[config.mk]
export PLATFORM = sky130hd
export DESIGN_NAME = axi4_lite_init_sequencer
export DESIGN_NICKNAME = d
export VERILOG_FILES = /design/src/rtl/axi4_lite_init_sequencer.sv
export SDC_FILE = /design/constraint.sdc
export NUM_CORES = 1
export LEC_CHECK = 0
export BUFFER_PORTS_ARGS = -buffer_cell sky130_fd_sc_hd__buf_2
export CORE_MARGIN = 5
export CORE_UTILIZATION = 50
export DETAILED_ROUTE_END_ITERATION = 12
export GPL_TIMING_DRIVEN = 0
export PLACE_DENSITY_LB_ADDON = 0.1
export SLEW_MARGIN = 20
export SYNTH_ARGS = -nofsm -noshare
export SYNTH_HDL_FRONTEND = slang
export SYNTH_SLANG_ARGS = --single-unit
[constraint.sdc]
create_clock -name ACLK -period 4.98 [get_ports ACLK]
set_input_delay 0.249 -clock ACLK [delete_from_list [all_inputs] [get_ports ACLK]]
set_output_delay 0.249 -clock ACLK [all_outputs]
set_load 0.02 [all_outputs]
[src/rtl/axi4_lite_init_sequencer.sv]
// AXI4-Lite init sequencer: after a start pulse it writes each (address, data)
// entry of a parameter table through a single-outstanding AXI4-Lite master port.
// When VERIFY is set, it reads each entry back and compares it. Busy, done and
// error status are reported, together with the index of the failing entry.
module axi4_lite_init_sequencer #(
    parameter int ADDR_WIDTH  = 32,
    parameter int DATA_WIDTH  = 32,
    parameter int NUM_ENTRIES = 4,
    parameter logic [NUM_ENTRIES*ADDR_WIDTH-1:0] INIT_ADDR =
        {32'h0C, 32'h08, 32'h04, 32'h00},
    parameter logic [NUM_ENTRIES*DATA_WIDTH-1:0] INIT_DATA =
        {32'hCAFEF00D, 32'h12345678, 32'h5A5A5A5A, 32'hA5A5A5A5},
    parameter bit VERIFY  = 1'b1,
    parameter int TIMEOUT = 255
) (
    input  logic                    ACLK,
    input  logic                    ARESET,
    input  logic                    start,
    output logic                    busy,
    output logic                    done,
    output logic                    error,
    output logic [1:0]              err_code,
    output logic [3:0]              err_index,
    output logic [ADDR_WIDTH-1:0]   AWADDR,
    output logic                    AWVALID,
    input  logic                    AWREADY,
    output logic [DATA_WIDTH-1:0]   WDATA,
    output logic [DATA_WIDTH/8-1:0] WSTRB,
    output logic                    WVALID,
    input  logic                    WREADY,
    input  logic [1:0]              BRESP,
    input  logic                    BVALID,
    output logic                    BREADY,
    output logic [ADDR_WIDTH-1:0]   ARADDR,
    output logic                    ARVALID,
    input  logic                    ARREADY,
    input  logic [DATA_WIDTH-1:0]   RDATA,
    input  logic [1:0]              RRESP,
    input  logic                    RVALID,
    output logic                    RREADY
);

    typedef enum logic [2:0] {
        S_IDLE, S_WR_REQ, S_WR_RESP, S_RD_REQ, S_RD_DATA, S_DONE
    } state_t;

    localparam logic [7:0] LP_TMO  = 8'(TIMEOUT);
    localparam logic [3:0] LP_LAST = 4'(NUM_ENTRIES - 1);

    state_t                  r_state, w_state_nxt;
    logic [3:0]              r_idx, w_idx_nxt;
    logic [7:0]              r_cnt;
    logic                    r_aw_done, r_w_done;
    logic                    r_error;
    logic [1:0]              r_err_code;
    logic [3:0]              r_err_index;
    logic [ADDR_WIDTH-1:0]   r_awaddr, r_araddr;
    logic [DATA_WIDTH-1:0]   r_wdata;

    logic                    w_wait, w_tmo;
    logic                    w_aw_hs, w_w_hs, w_b_hs, w_ar_hs, w_r_hs;
    logic                    w_next, w_err_set, w_start_acc;
    logic [1:0]              w_err_code;

    function automatic logic [ADDR_WIDTH-1:0] f_addr(input logic [3:0] idx);
        return INIT_ADDR[idx*ADDR_WIDTH +: ADDR_WIDTH];
    endfunction

    function automatic logic [DATA_WIDTH-1:0] f_data(input logic [3:0] idx);
        return INIT_DATA[idx*DATA_WIDTH +: DATA_WIDTH];
    endfunction

    // Any state that waits on the slave is subject to the timeout.
    assign w_wait = (r_state == S_WR_REQ) || (r_state == S_WR_RESP) ||
                    (r_state == S_RD_REQ) || (r_state == S_RD_DATA);
    assign w_tmo  = w_wait && (r_cnt == LP_TMO);

    // On timeout every VALID/READY is masked in the same cycle, so no late handshake can slip in.
    assign AWVALID = (r_state == S_WR_REQ) && !r_aw_done && !w_tmo;
    assign WVALID  = (r_state == S_WR_REQ) && !r_w_done && !w_tmo;
    assign BREADY  = (r_state == S_WR_RESP) && !w_tmo;
    assign ARVALID = (r_state == S_RD_REQ) && !w_tmo;
    assign RREADY  = (r_state == S_RD_DATA) && !w_tmo;

    assign w_aw_hs = AWVALID && AWREADY;
    assign w_w_hs  = WVALID && WREADY;
    assign w_b_hs  = BREADY && BVALID;
    assign w_ar_hs = ARVALID && ARREADY;
    assign w_r_hs  = RREADY && RVALID;

    assign AWADDR    = r_awaddr;
    assign WDATA     = r_wdata;
    assign WSTRB     = '1;
    assign ARADDR    = r_araddr;
    assign busy      = w_wait;
    assign done      = (r_state == S_DONE);
    assign error     = r_error;
    assign err_code  = r_err_code;
    assign err_index = r_err_index;

    // Next-state, next-index and error-exit decisions.
    always_comb begin
        w_state_nxt = r_state;
        w_idx_nxt   = r_idx;
        w_next      = 1'b0;
        w_err_set   = 1'b0;
        w_err_code  = 2'b00;
        w_start_acc = 1'b0;
        case (r_state)
            S_IDLE, S_DONE: begin
                if (start) begin
                    w_start_acc = 1'b1;
                    w_state_nxt = S_WR_REQ;
                    w_idx_nxt   = 4'd0;
                end
            end
            S_WR_REQ: begin
                if (w_tmo) begin
                    w_err_set  = 1'b1;
                    w_err_code = 2'b11;
                end else if ((r_aw_done || w_aw_hs) && (r_w_done || w_w_hs)) begin
                    w_state_nxt = S_WR_RESP;
                end
            end
            S_WR_RESP: begin
                if (w_tmo) begin
                    w_err_set  = 1'b1;
                    w_err_code = 2'b11;
                end else if (w_b_hs) begin
                    if (BRESP != 2'b00) begin
                        w_err_set  = 1'b1;
                        w_err_code = 2'b01;
                    end else if (VERIFY) begin
                        w_state_nxt = S_RD_REQ;
                    end else begin
                        w_next = 1'b1;
                    end
                end
            end
            S_RD_REQ: begin
                if (w_tmo) begin
                    w_err_set  = 1'b1;
                    w_err_code = 2'b11;
                end else if (w_ar_hs) begin
                    w_state_nxt = S_RD_DATA;
                end
            end
            S_RD_DATA: begin
                if (w_tmo) begin
                    w_err_set  = 1'b1;
                    w_err_code = 2'b11;
                end else if (w_r_hs) begin
                    if (RRESP != 2'b00) begin
                        w_err_set  = 1'b1;
                        w_err_code = 2'b01;
                    end else if (RDATA != f_data(r_idx)) begin
                        w_err_set  = 1'b1;
                        w_err_code = 2'b10;
                    end else begin
                        w_next = 1'b1;
                    end
                end
            end
            default: w_state_nxt = S_IDLE;
        endcase
        if (w_next) begin
            if (r_idx == LP_LAST) begin
                w_state_nxt = S_DONE;
            end else begin
                w_idx_nxt   = r_idx + 4'd1;
                w_state_nxt = S_WR_REQ;
            end
        end
        if (w_err_set) begin
            w_state_nxt = S_DONE;
        end
    end

    // State and entry-index registers.
    always_ff @(posedge ACLK or posedge ARESET) begin
        if (ARESET) begin
            r_state <= S_IDLE;
            r_idx   <= 4'd0;
        end else begin
            r_state <= w_state_nxt;
            r_idx   <= w_idx_nxt;
        end
    end

    // Per-state wait counter and per-channel write handshake flags; both restart on every state change.
    always_ff @(posedge ACLK or posedge ARESET) begin
        if (ARESET) begin
            r_cnt     <= 8'd0;
            r_aw_done <= 1'b0;
            r_w_done  <= 1'b0;
        end else if (w_state_nxt != r_state) begin
            r_cnt     <= 8'd0;
            r_aw_done <= 1'b0;
            r_w_done  <= 1'b0;
        end else begin
            if (w_wait) r_cnt <= r_cnt + 8'd1;
            if (w_aw_hs) r_aw_done <= 1'b1;
            if (w_w_hs) r_w_done <= 1'b1;
        end
    end

    // Error status: cleared on an accepted start, latched on the error exit.
    always_ff @(posedge ACLK or posedge ARESET) begin
        if (ARESET) begin
            r_error     <= 1'b0;
            r_err_code  <= 2'b00;
            r_err_index <= 4'd0;
        end else if (w_start_acc) begin
            r_error     <= 1'b0;
            r_err_code  <= 2'b00;
            r_err_index <= 4'd0;
        end else if (w_err_set) begin
            r_error     <= 1'b1;
            r_err_code  <= w_err_code;
            r_err_index <= r_idx;
        end
    end

    // Channel payloads load on state entry, so they stay stable while VALID waits for READY.
    always_ff @(posedge ACLK or posedge ARESET) begin
        if (ARESET) begin
            r_awaddr <= '0;
            r_wdata  <= '0;
            r_araddr <= '0;
        end else begin
            if ((w_state_nxt == S_WR_REQ) && (r_state != S_WR_REQ)) begin
                r_awaddr <= f_addr(w_idx_nxt);
                r_wdata  <= f_data(w_idx_nxt);
            end
            if ((w_state_nxt == S_RD_REQ) && (r_state != S_RD_REQ)) begin
                r_araddr <= f_addr(r_idx);
            end
        end
    end

endmodule

After elaboration in Yosys (flattened, before gate mapping)
Index checks and enable logic that the tools add are counted.
{"block": "totals", "ff_bits": 120, "latchBits": 0, "ramBits": 0, "rom_bits": 0, "inputBits": 44, "output_inout_bits": 114, "word_cells": 116, "mem_count": 0}
{"block": "classes", "addsub": 2, "multipliers": 0, "div_mod_pow": 0, "magnitude_cmp": 0, "eq_ne": 13, "shift": 4, "n_mux": 53, "bitwise_logic": 0, "n_reduce_logical": 33}
{"cell": "128-bit by 10-bit indexed part select with 32-bit output, first input constant", "n": 4}
{"cell": "3-bit 2-to-1 mux", "n": 11}
{"cell": "32-bit inequality test", "n": 1}
{"cell": "4-bit 2-to-1 mux", "n": 6}
{"cell": "1-bit 2-to-1 mux", "n": 23}
{"cell": "1-bit logical AND", "n": 16}
{"cell": "2-bit 2-to-1 mux", "n": 8}
{"cell": "8-bit 2-to-1 mux", "n": 2}
{"cell": "3-bit one-hot mux with 5 select lines", "n": 1}
{"cell": "2-bit nonzero test", "n": 6}
{"cell": "3-bit by 2-bit == test with 1-bit output, second input constant", "n": 3}
{"cell": "8-bit by 1-bit adder with 8-bit output, second input constant", "n": 1}
{"cell": "8-bit == test, second input constant", "n": 1}
{"cell": "3-bit by 1-bit == test with 1-bit output, second input constant", "n": 2}
{"cell": "3-bit == test, second input constant", "n": 2}
{"cell": "2-bit one-hot mux with 3 select lines", "n": 1}
{"cell": "1-bit logical OR", "n": 5}
{"cell": "4-bit by 1-bit adder with 4-bit output, second input constant", "n": 1}
{"cell": "4-bit by 2-bit == test with 1-bit output, second input constant", "n": 1}
{"cell": "2-bit OR reduction", "n": 2}
{"cell": "1-bit zero test", "n": 3}
{"cell": "3-bit zero test", "n": 1}
{"cell": "3-bit by 1-bit inequality test with 1-bit output, second input constant", "n": 1}
{"cell": "3-bit by 2-bit inequality test with 1-bit output, second input constant", "n": 1}
{"cell": "other kinds (2)", "n": 2}

Longest topological paths before layout
{"block": "depth", "ltp_word": 17, "mapped_depth": 11, "ltp_nobuf": 9}

Least setup slack after synthesis
Ideal clock, no wire load.
{"block": "synth_timing", "path_type": "register to register", "from": "register r_idx[2]", "to": "register r_wdata[21] (netlist: WDATA[21])", "setup_ps": 126, "arrival_ps": 2644, "required_ps": 4854, "slack_ps": 2210, "path_stages_with_launch": 11, "n_path_buf": 2, "synth_period_minus_slack_ps": 2770, "cell_sequence": "dfrtp_1 buf_6 or2_1 buf_6 mux2i_1 o41a_1 nor4_4 and4_1 mux2_2 and3_1 a221o_1"}
{"block": "synth_via", "elab_chain_cells": 11, "word_cells_on_any_way": 24, "classes_between": "add/sub (1); eq/ne (3); shift (2); mux (17); reduce/logical (1)"}
{"item": "start, declared", "line_no": "51", "text": "logic [3:0] r_idx, w_idx_nxt;"}
{"item": "start signal, assigned", "line_no": "186", "text": "r_idx <= w_idx_nxt;"}
{"item": "branches (longest 11 deep; another with 128-bit by 10-bit indexed part select with 32-bit output)"}
{"item": "end signal, assigned", "line_no": "233", "text": "r_wdata <= f_data(w_idx_nxt);"}
{"item": "end, declared", "line_no": "58", "text": "logic [DATA_WIDTH-1:0] r_wdata;"}
Several ways; the timed one is not identified.
A chain may end at the register's enable or synchronous reset.

Worst setup path after layout
{"block": "layout_timing", "from": "register r_idx[2]", "to": "register r_wdata[21] (netlist: WDATA[21])"}
{"block": "layout_via", "word_cells_on_any_way": 24, "classes_between": "add/sub (1); eq/ne (3); shift (2); mux (17); reduce/logical (1)"}
{"item": "128-bit by 10-bit indexed part select with 32-bit output", "line_no": "70", "text": "return INIT_DATA[idx*DATA_WIDTH +: DATA_WIDTH];"}
{"item": "32-bit inequality test", "line_no": "156", "text": "end else if (RDATA != f_data(r_idx)) begin"}
{"item": "1-bit 2-to-1 mux", "line_no": "156"}
{"item": "1-bit 2-to-1 mux", "line_no": "153", "text": "if (RRESP != 2'b00) begin"}
{"item": "1-bit 2-to-1 mux", "line_no": "152", "text": "end else if (w_r_hs) begin"}
{"item": "1-bit 2-to-1 mux", "line_no": "149", "text": "if (w_tmo) begin"}
{"item": "1-bit 2-to-1 mux"}
{"item": "4-bit 2-to-1 mux (*)", "line_no": "166", "text": "if (w_next) begin"}
{"item": "via w_idx_nxt[2]", "line_no": "51"}
{"item": "128-bit by 10-bit indexed part select with 32-bit output (*)", "line_no": "70"}
The timed path passes the listed nets; every way through them passes the cells marked *.

==> out/results.txt <==
Fmax - 321 MHz
Residual DRC count - 0
Row Count - 28
Endpoint class of the critical path - register
Clk sink count - 35
I/O pin count - 158
Setup-failing EPs final - 0
Synth Area in Adders - 0.827%
Post-DP HPWL - 5.95 mm
Asr flop ratio synth - 100%
Simple-Gate Fraction of Synth Area - 25.6%
Top_reg_cell synth - dfrtp_1
Required time of the critical path - 5.15 ns
Period utilization - 62.6%
Die Y-Extent - 87.8 um
Worst slew pin tran - 0.733 ns
Clk pin slew, worst setup/hold paths - 0.08 ns
Post-synthesis compound-gate area fraction - 12.0%
Crit Reg-Reg Endpoint - WDATA[21]
Startpoint types - register
Number of flops mapped to enable cells by yosys - 0
Via count - 2837
Setup slack, reg-to-reg - 1.86 ns
Rel. slew slack - 51.1%
Total Nets Final - 562
Diode count - 0
Final Hold Violating Endpoints - 0
Die area - 7710 um2
Mapped Avg Cell Area - 8.55 um2
Starting Density - 51.4%
Synth warn - 0
Crit Path Category - register to register
Max-cap violation count - 0
Cts repair resizes - 0
Die W - 87.8 um
Layout area overhead - 30.7%
Setup TNS - 0 ns
Cts hold-fix bufs - 0
Layout cell share with drive strength beyond 1 - 41.4%
Total leakage power - 2.20 nW
WL final - 7.38 mm
Pin count of the biggest net entering global routing - 36
Vias in the first global route - 2591
Mapped Cells - 354
Clock Path Buffers - 2
Xor and xnor area share after synthesis - 2.89%
Hold Path Class - input port to asynchronous set/reset pin
Final Instance Area - 3950 um2
Power Density - 389 nW/um2
Mapped cell area - 3030 um2
Post-synthesis mux area share - 3.85%
Maximum vdd drop - 0.000289 V
Largest family of logic cells by synthesized area - simple AND/OR/NAND/NOR gates
Core Box Area - 5890 um2
RSZ-0062 raised after global routing - no
Pre-antenna DRT Iters - 4
R2R Path Start - r_idx[2]
1st-iter DRT viols - 99
H-tree depth - 2
Count of unique library cells instantiated by Yosys - 63
Fillers - 538
R2R cell count - 10
WL per Instance - 12.5 um
Post-CTS Setup Repair Bufs - 0
Root buf cell - clkbuf_8
Placed cell areas - 3820 um2
Overall routing resource usage - 18.3%
Final GP Congestion - 0.811
CTS tree - built
Critical Path Fanout Max - 9
Initial antenna violation count - 0
Vias/cell - 4.79
Port Buffers - 93
Final ANT Viol Nets - 0
Clock Latency Late Sink - 0.29 ns
CTS Buf Count - 5
Slew Viols, Final - 0
Sequential fraction of the synthesis area - 28.9%
Tot Pwr - 0.00154 W
Post-synthesis register bit count - 35
Final global-route overflow total - 0
Status - complete, no violations
Critical path arrival - 3.29 ns
Tmin final - 3.12 ns
Post-Route Skew - 0.00714 ns
First-pass GRT wire length - 11.5 mm
## flip-flops by register name (all words and copies together) (netlist names)
name / flops
WDATA: 7
error: 1
err_code: 2
r_cnt: 8
err_index: 4
r_w_done: 1
r_idx: 4
r_aw_done: 1
AWADDR: 2
r_state: 3
ARADDR: 2
## cell usage after synthesis, types with 6 or more instances
cell type	number	area, um2
buf_4	91	683
dfrtp_1	35	876
nor2_1	32	120
nand2_1	22	82.6
nor3_1	11	55.1
nand3_1	10	50.1
nand4_1	10	62.6
o21ai_0	9	45.0
nor4_1	8	50.1
inv_1	7	26.3
mux2i_1	6	60.1
xor2_1	6	52.6
## final cells by class
cell class                      count  area [um2]  share of cell area (%)
Multi-Input combinational cell    272        1610                    40.7
Sequential cell                    35         876                    22.2
Buffer                            100         741                    18.7
Timing Repair Buffer               93         465                    11.8
Tap cell                           75        93.8                    2.37
Clock buffer                        5        68.8                    1.74
Clock inverter                      3        67.6                    1.71
Inverter                            9        33.8                   0.854
## worst max path at each step
stage,from,to,depth (start not counted),slack (ns)
finish,r_idx[2],WDATA[21],10,1.86
global route,r_idx[3],r_cnt[2],9,1.64
CTS,r_idx[2],WDATA[21],10,1.84
detailed placement,r_idx[2],WDATA[21],10,1.88
global placement,r_idx[3],WDATA[21],9,1.91
floorplan,r_idx[2],WDATA[21],10,2.21
## critical path, cell delays in order (launching register included)
cell,delay [ns]
dfrtp_1,0.39
buf_6,0.14
nor2_1,0.45
and4_1,0.27
o22ai_1,0.12
nor4_2,0.48
and4_1,0.29
mux2_2,0.40
inv_2,0.08
nor2_1,0.06
a221o_1,0.33
## where the power goes
group / internal [W] / total, W / switching, W
clock network: 0.000200 / 0.000314 / 0.000114
logic: 0.000335 / 0.000835 / 0.000500
registers: 0.000338 / 0.000391 / 0.0000528
## kinds of logic (layout without fill, tap and decap cells)
group | count (synthesis) | after routing
adder cells (fa/ha/maj) | 2 | 2
AO/OA/AOI/OAI | 48 | 48
multiplexers | 10 | 10
buffers and inverters | 109 | 210
AND/OR/NAND/NOR | 138 | 138
flip-flops | 35 | 35
XOR/XNOR | 10 | 10
other | 2 | 64
## cell usage in the layout (no fill, tap or decap), drive strengths merged, types with 3 or more instances in the layout
cell type	synthesis	layout
and4	5	5
inv	9	9
mux2	3	3
mux2i	7	7
o22ai	4	4
nand2	22	22
nor3b	6	6
or3	5	5
dfrtp	35	35
buf	95	188
nor2b	5	5
and2	5	5
or2	4	4
nand4	10	10
nor4	11	11
a21oi	6	6
a21o	3	3
nor2	32	32
nand3	10	10
xor2	6	6
xnor2	4	4
nor3	11	11
conb	2	64
clkbuf	5	10
o21ai	9	9
and3	5	5
## per-layer routing
metal  global-route usage [%]  wire [um]
met5                        0          0
met4                     4.88         91
met3                     4.05        724
met2                     32.1       3690
met1                     22.6       2880
## per-stage QoR
stage | instances | setup WS [ns] | hold slack, ns | util, %
2_1_floorplan | 416 | 2.21 | 0.398 | -
3_3_place_gp | 584 | 1.91 | 0.457 | 64.9
3_5_place_dp | 584 | 1.88 | 0.419 | 64.9
4_1_cts | 592 | 1.84 | 0.102 | 67.2
5_1_grt | 592 | 1.64 | 0.158 | 67.2
6_report | 592 | 1.86 | 0.0764 | 67.2
No activity file was read; power rests on OpenSTA's default activity.
